### src/rtl/ud_bcd_counter_n.sv
// rtl/ud_bcd_counter_n.sv - parametrised multi-digit up/down BCD counter with load, saturation and terminal count
module ud_bcd_counter_n #(
    parameter int DIGITS   = 4,
    parameter bit SATURATE = 1'b0
) (
    input  logic                  clk,
    input  logic                  rst,
    input  logic                  en,
    input  logic                  x,
    input  logic                  load,
    input  logic [4*DIGITS-1:0]   din,
    output logic [4*DIGITS-1:0]   q,
    output logic                  tc,
    output logic                  err
);

    logic [4*DIGITS-1:0] r_q;
    logic                r_err;

    logic [4*DIGITS-1:0] w_count_next;
    logic [4*DIGITS-1:0] w_load_val;
    logic                w_load_bad;
    logic                w_at_limit;
    logic                w_step;
    logic [3:0]          w_digit;
    logic [3:0]          w_ld_digit;

    // Ripple the increment/decrement through the digits: a digit steps only
    // while every lower digit sits at its limit (9 going up, 0 going down).
    // The chain surviving past the top digit means the whole count is at the limit.
    always_comb begin
        w_count_next = r_q;
        w_step       = 1'b1;
        w_digit      = 4'd0;
        for (int i = 0; i < DIGITS; i++) begin
            w_digit = r_q[4*i +: 4];
            if (w_step) begin
                if (!x) begin
                    w_count_next[4*i +: 4] = (w_digit == 4'd9) ? 4'd0 : w_digit + 4'd1;
                end else begin
                    w_count_next[4*i +: 4] = (w_digit == 4'd0) ? 4'd9 : w_digit - 4'd1;
                end
            end
            w_step = w_step & (x ? (w_digit == 4'd0) : (w_digit == 4'd9));
        end
        w_at_limit = w_step;
    end

    // Sanitise load data: non-BCD digits are written as zero and flagged.
    always_comb begin
        w_load_val = '0;
        w_load_bad = 1'b0;
        w_ld_digit = 4'd0;
        for (int i = 0; i < DIGITS; i++) begin
            w_ld_digit = din[4*i +: 4];
            if (w_ld_digit > 4'd9) begin
                w_load_bad = 1'b1;
            end else begin
                w_load_val[4*i +: 4] = w_ld_digit;
            end
        end
    end

    // Count register: load beats enable; in saturating mode the count freezes at the limit.
    always_ff @(posedge clk or negedge rst) begin
        if (!rst) begin
            r_q   <= '0;
            r_err <= 1'b0;
        end else if (load) begin
            r_q   <= w_load_val;
            r_err <= w_load_bad;
        end else if (en) begin
            if (!(SATURATE && w_at_limit)) begin
                r_q <= w_count_next;
            end
        end
    end

    assign q   = r_q;
    assign err = r_err;
    assign tc  = en & ~load & w_at_limit;

endmodule

### config.mk
export PLATFORM = sky130hd
export DESIGN_NAME = ud_bcd_counter_n
export DESIGN_NICKNAME = d
export VERILOG_FILES = /design/src/rtl/ud_bcd_counter_n.sv
export SDC_FILE = /design/constraint.sdc
export NUM_CORES = 1
export LEC_CHECK = 0
export CAP_MARGIN = 5
export CORE_ASPECT_RATIO = 1.4
export CORE_MARGIN = 1.5
export CORE_UTILIZATION = 50
export DETAILED_ROUTE_END_ITERATION = 10
export PLACE_DENSITY = 0.76
export RECOVER_POWER = 25
export SYNTH_ARGS = -nofsm -noshare
export SYNTH_HDL_FRONTEND = slang
export SYNTH_SLANG_ARGS = --single-unit
export TNS_END_PERCENT = 5
### constraint.sdc
create_clock -name clk -period 2.6 [get_ports clk]
set_clock_uncertainty 0.2 [all_clocks]
set_input_delay 0.52 -clock clk [delete_from_list [all_inputs] [get_ports clk]]
set_output_delay 0.52 -clock clk [all_outputs]
set_load 0.01 [all_outputs]
==> results of run 1 <==
-- metrics by stage --
| stage | hold slack (ps) | utilization | TNS [ps] |
|---|---|---|---|
| 2_1_floorplan | 24.4 | - | 0 |
| 3_3_place_gp | 309 | 0.681 | -1320 |
| 3_5_place_dp | 333 | 0.681 | -1720 |
| 4_1_cts | 353 | 0.695 | 0 |
| 5_1_grt | 404 | 0.695 | 0 |
| 6_report | 338 | 0.695 | 0 |
-- layout by cell type (no fill, tap or decap), types with 2 or more instances in the layout --
cell and n:
clkdlybuf4s50_1 34, clkbuf_1 2, clkbuf_8 3, xor2_1 2
nand3_1 6, or2b_2 2, nand2b_1 7, nand2_1 14
a221o_1 2, buf_4 27, a21oi_1 11, mux2i_1 6
mux2_2 3, o21ai_1 4, and3b_2 2, and2_1 2
nor4b_1 2, nand3b_1 8, inv_1 2, nor2b_1 7
a31oi_1 3, nor4_1 4, dfrtp_1 17, nor2_1 13
xnor2_1 6, o21ai_0 27, nor3_1 6, o31ai_1 2
o22ai_1 5, a21o_1 2
-- final cells by class --
class	count	area, µm²	share of cell area
clock buffers	4	45.0	0.0206
well taps	39	48.8	0.0223
repair buffers	66	583	0.266
inverters	2	7.51	0.00343
flip-flops and latches	17	425	0.194
multi-input cells	166	1080	0.493
-- kinds of logic after synthesis --
family	Yosys count	synth area share
simple gates	87	0.323
compound gates	62	0.224
buf+inv	23	0.0992
flops	17	0.255
mux	9	0.0563
xor+xnor	8	0.0421
-- worst paths after layout --
kind	to	slack, ps	cells after the start
worst min-delay path	err	340	2
min in group asynchronous	q[5]	750	2
worst min register to register	err	340	2
worst max-delay path	tc	160	6
worst max register to register	q[14]	400	7
max in group asynchronous	err	850	2
-- timing repair --
action | 4_1_cts | 5_1_grt
endpoints found under the hold margin | 0 | 0
setup endpoints to repair | 1 | 2
gates resized for setup | 6 | 1
pin swaps | 2 | 1
-- state kept, by name, indices dropped and copies added, names as in the netlist --
name  count
q        16
err       1
-- power by group --
| group | switching, mW | leakage [nW] | internal, mW |
|---|---|---|---|
| Clock | 0.0981 | 0.0228 | 0.109 |
| Sequential | 0.0312 | 0.214 | 0.290 |
| Combinational | 0.189 | 0.634 | 0.209 |
-- critical path: stages --
cell and delay (ps):
dlygate4sd2_1 320, buf_4 180, and3b_2 220, o22ai_1 140, and4b_1 210, buf_2 140
-- routing by layer --
metal | vias to the layer above | GRT usage
li1 | 845 | -
met1 | 826 | 0.285
met2 | 62 | 0.496
met3 | 10 | 0.0271
met4 | 0 | 0.0877
met5 | - | 0
==> results.md, run 1 <==
Run status:
- The flow ran to the end, and the final reports show no timing, DRC or antenna violations.

CTS:
- Clock tree synthesis selected as its root buffer the cell clkbuf_8.
- Counting every sink on the clock net gives 17.
- The clock latency at the later pin of the worst-skew pair is roughly 260 ps.
- Clock-pin slew was measured on the worst setup and hold paths at 70 ps.
- The number of buffers added to fix hold violations after cts is 0.
- The buffer levels on the longest clock path is 2.
- The H-tree level count is 1.
- The number of buffers inserted to repair setup after CTS is 0.
- The number of buffers added by the clock tree synthesis step is 3.
- The clock tree from TritonCTS is done.

Route:
- The count of nets left with antenna violations once routing finished came out at 0.
- Summed over all nets, wire length on met2 after detailed routing comes to 2.46 mm.
- The number of vias per cell is slightly below 6.
- The wire length reported by the detailed router is 4.45 mm.
- The iteration count of the initial detailed-routing pass is 4.
- The detailed-route wire length on metal 1 is about 1.7 mm.
- Summed over all nets, wire length on met3 after detailed routing comes to 208 µm.
- The via count is ~1700.
- The detailed router finished its first iteration with 61 violations.
- The number of design rule violations left after detail routing is 0.
- The average wire per cell in the routed design is about 15 µm.
- The uppermost signal routing layer after detailed routing is met4.

Yosys:
- After synthesis, the cell types taking the most area are dfrtp_1 (26%), o21ai_0 (8.1%), clkbuf_8 (4.1%).
- The post-synthesis net count is between 200 and 250.
- The combined area of all synthesized cells is 1670 µm².
- The mean cell area of the mapped netlist is about 8 µm².
- The share of flip-flops with an asynchronous set or reset is 1.00.
- By count the netlist is led by o21ai_0 (27), dfrtp_1 (17), nand2_1 (14).
- The cell count after synthesis is 206.
- By instance count, the leading cell after synthesis is o21ai_0.
- The share of the Yosys chip area taken by registers is 0.255.
- The count of warnings emitted by yosys is 0.
- The top cell type's share of synthesized area is 0.255.
- The most instantiated flip-flop cell in the synthesis netlist is dfrtp_1.
- The number of distinct library cell variants in the gate-level netlist after synthesis is 51.
- The biggest area contributor in the post-synthesis netlist is dfrtp_1.
- The number of enable flip-flop cells after synthesis is 0.
- The register bit total from synthesis is 17.

Die:
- The initial core utilization is 0.528.
- The I/O pin count is 39.
- The overall die height is 71.3 µm.
- The die is slightly above 50 µm wide.
- The number of standard-cell rows in the floorplan is 24.
- The die covers about 3700 µm².
- The core region is 3150 µm².

Pwr:
- The static leakage is 0.871 nW.
- The sum of internal, switching and leakage power is 0.927 mW.
- The worst IR drop on VDD is 0.331 mV.
- The power density relative to cell area is 423 nW/µm².

GRT:
- The number of global-route vias before repair is 1706.
- The remaining global-route overflow is 0.
- The pin count of the biggest net entering global routing is 35.
- The initial antenna violation count is 0.
- The global-route total usage across every layer is 0.258.
- The first global-routing pass estimated 7.41 mm of wire.

Timing:
- In the post-route analysis, the smallest setup slack over all paths is 158 ps.
- The final setup violation count is 0.
- The post-route fraction of the period consumed by the critical path is 0.939.
- Setup repair after global routing left no endpoint under its margin.
- The final-report hold violation count is 0.
- The measured slew at the worst slew-check pin is 1000 ps.
- The fmax is slightly above 400 MHz.
- The worst relative slew slack is 0.332.
- The max-slew violation count is 0.
- The clock period could shrink to ~2400 ps.

Setup path:
- In this run the critical register-to-register path is launched from q[1].
- The type of element launching the critical path is a primary input.
- The nature of the critical path endpoint is an output pin.
- The launch point of the worst path is x.
- The critical path is of the in2out type.
- Of all nets on the critical path, the largest fanout is 6.
- The arrival time of data at the critical path endpoint is 1720 ps.
- At the worst endpoint, the required time is 1880 ps.

Hold path:
- The tightest min-delay check is of the reg2reg type.
- The launch point of the worst hold path is err.

Place:
- The count of buffers from port buffering is 38.
- In this run, placement finished with an instance count of 290.
- The wire-length estimate of the detail-placed layout is 3.34 mm.
- The worst setup slack before clock tree synthesis is -497 ps.
- Summing all placed instances gives a cell area of 2150 µm².
- The congestion estimate from routability-driven global placement came to 0.813.

Finish:
- The synthesis-to-finish area growth is 31.6%.
- The net count of the finished layout is 277.
- The number of antenna diodes in the final layout is 0.
- The layout has 260 filler cells.
- After routing the design area is 2190 µm².
- The number of cells in the finished layout apart from fillers is 294.
- The share of post-route cells with drive strength above 1 is 0.173.

Run:
- The max capacitance violation total is 0.
Note: power is estimated with default switching activity, not from simulation.
==> inputs of run 2 (changes only) <==
Settings changed: GPL_TIMING_DRIVEN set to 0.
==> results.md, run 2 (synthesis results as in run 1) <==
GRT:
- The global-route wire length before repair is 7.00 mm (-5.5%).
- The initial antenna violation count came to 0 (unchanged).
- The number of global-route vias before repair is 1581 (-7.3%).
- The global-route total usage across every layer is 0.242 (-0.0158).
- The remaining global-route overflow came to 0 (unchanged).
- The pin count of the biggest net entering global routing was 20 (-43%).

Run status:
- The run finished with clean final reports.

Timing:
- The worst relative slew slack is 0.435 (+0.103).
- The post-route fraction of the period consumed by the critical path is 0.953 (+0.0132).
- The max-slew violation count came to 0 (unchanged).
- The worst slack on hold paths is 343 ps (+4.91 ps).
- The measured slew at the worst slew-check pin is 845 ps (-157 ps).
- The final-report hold violation count is 0 (unchanged).
- The minimum period implied by the final worst setup slack is 2480 ps (+34.4 ps).
- The fmax is 404 MHz (-1.4%).
- The final setup violation count is 0 (unchanged).
- Setup repair after global routing left no endpoint under its margin.

Finish:
- The library cells used most frequently in the layout, excluding fill and tap cells, are clkdlybuf4s50_1 (32), o21ai_0 (27), dfrtp_1 (16).
- Leaving out fill and tap cells, the most frequent cell in the layout is clkdlybuf4s50_1.
- The number of nets at the end of the flow is 266 (-4.0%).
- The final core area utilization is 0.677 (-0.0175).
- The number of antenna diodes is 0 (unchanged).
- The share of post-route cells with drive strength above 1 is 0.127 (-0.0455).
- The synthesis-to-finish area growth is 28.2%.
- The flip-flop count of the largest register after layout was 16 (unchanged).

Setup path:
- The worst path required time is 1880 ps (about the same).
- The delay contributed by the slowest stage of the critical path was 430 ps (+110 ps).
- STA classifies the critical path endpoint as an output pin.
- The worst-path cell with the longest stage delay is or3b_4.
- The reg-to-reg endpoint is q[15].
- The worst setup path is launched from a flop.
- Walking the worst path, the cells encountered are buf_6 > or3b_4 > nor4_2 > and4b_1 > buf_2.
- The top fanout value on the critical path was 8 (+2).
- The launch point of the worst path is q[2].
- The category of the most critical setup path is reg2out.
- The startpoint identified for the worst register-to-register timing path is q[2].
- The slack of the worst reg-to-reg path was 320 ps (-80 ps).
- The arrival time of data at the critical path endpoint came to 1760 ps (+40 ps).
- The depth of the most critical reg-to-reg path came to 6 (-1).

Die:
- The number of standard-cell rows in the floorplan is 24 (unchanged).
- The overall die height is 71.3 µm (unchanged).
- The horizontal die dimension is 51.8 µm (unchanged).
- The I/O pin count is 39 (unchanged).
- The die area is 3690 µm² (unchanged).
- The initial core utilization is 0.528 (unchanged).
- The area of the core region is 3150 µm² (unchanged).

Route:
- The number of DRC markers after the initial detailed-route iteration is 51 (-16%).
- The iteration count of the initial detailed-routing pass is 4 (unchanged).
- The average wire per cell in the routed design is 14.0 µm (-7.7%).
- The via count is 1647 (-5.5%).
- The number of nets still failing antenna checks after routing is 0 (unchanged).
- The number of vias per cell came to 5.82 (-1.8%).
- The number of design rule violations left after detail routing is 0 (unchanged).
- The wire length reported by the detailed router is 3.95 mm (-11%).

Pwr:
- The worst IR drop on VDD is 0.302 mV (-8.9%).
- The share of power burned in registers is 0.356 (+0.009).
- The net switching power is 0.304 mW (-4.3%).
- The static leakage is 0.808 nW (-7.3%).
- The switching part of the total power is 0.338 (-0.00472).
- The sum of internal, switching and leakage power is 0.899 mW (-2.9%).
- The internal cell power is 0.595 mW (-2.3%).
- The share of total power in the clock network came to 0.228 (+0.004).
- The combinational fraction of design power is 0.416 (-0.013).
- The power density relative to cell area is 421 nW/µm² (-0.45%).

CTS:
- The clock latency at the later pin of the worst-skew pair was 250 ps (about the same).
- The clock-pin transition on the worst setup and hold timing paths came to 70 ps (about the same).
- The sink count of the clock tree was 17 (unchanged).
- The number of buffers added by the clock tree synthesis step is 3 (unchanged).
- The number of buffers inserted to repair setup after CTS came to 0 (unchanged).
- TritonCTS built the clock tree.
- The buffer levels on the longest clock path was 2 (unchanged).
- The H-tree level count is 1 (unchanged).
- The cell at the root of the clock tree is clkbuf_8.

Place:
- The count of buffers from port buffering came to 36 (-5.3%).
- The routability congestion estimate from global placement is 0.841 (+3.5%).
- The final HPWL from detailed placement came to 2.99 mm (-10%).

Hold path:
- The worst-case hold path end point is err.
- The number of cells on the worst hold path is 2 (unchanged).
- In this run the most critical hold path is launched from err.
- The tightest min-delay check is of the reg2reg type.

Run:
- The max capacitance violation total is 0 (unchanged).
[run 2: area by class of cell]
class	instances	area, µm²
timing repair buffer	36	353
inverter	2	7.51
multi-input combinational	166	1080
buffer	19	174
fill	266	1020
sequential	17	427
clock buffer	4	45.0
tap	39	48.8
[run 2: what timing repair did]
item	CTS	global route
pin swaps	1	1
setup endpoints to repair	8	1
resized for setup	15	3
gates cloned	0	0
hold buffers	0	0
[run 2: power by group through the flow]
| stage | registers, mW | clock network, mW | logic [mW] |
|---|---|---|---|
| floorplan | 0.333 | 0 | 0.224 |
| finish | 0.320 | 0.205 | 0.374 |
| CTS | 0.318 | 0.211 | 0.376 |
| global placement | 0.322 | 0 | 0.368 |
| detailed placement | 0.323 | 0 | 0.372 |
| global route | 0.325 | 0.223 | 0.414 |
[run 2: worst max-delay path by stage]
stage | end | depth (start not counted)
2_1_floorplan | tc | 6
3_3_place_gp | tc | 8
3_5_place_dp | tc | 8
4_1_cts | tc | 5
5_1_grt | tc | 5
6_report | tc | 5
[run 2: per-stage QoR]
stage          setup WS, ps  std cells  area [µm²]  setup TNS, ps
4_1_cts                8.33        284        2140              0
2_1_floorplan           159        206        1670              0
3_5_place_dp          -1510        281        2070          -5390
3_3_place_gp          -1480        281        2070          -5190
6_report                123        283        2140              0
5_1_grt                41.4        283        2140              0
[run 2: worst max-delay path: cells and delay by family (launching register included)]
kind                   cells  cell delay, ps
buffers and inverters      2             270
flip-flops                 1             390
AND/OR/NAND/NOR            3             850
[run 2: routing by layer]
| layer | wire length [µm] | vias up | share of wire | global-route usage |
|---|---|---|---|---|
| met5 | 0 | - | 0 | 0 |
| met4 | 42 | 0 | 0.011 | 0.0789 |
| met3 | 138 | 4 | 0.035 | 0.0188 |
| met2 | 2010 | 38 | 0.51 | 0.419 |
| met1 | 1760 | 779 | 0.45 | 0.317 |
| li1 | - | 826 | - | - |
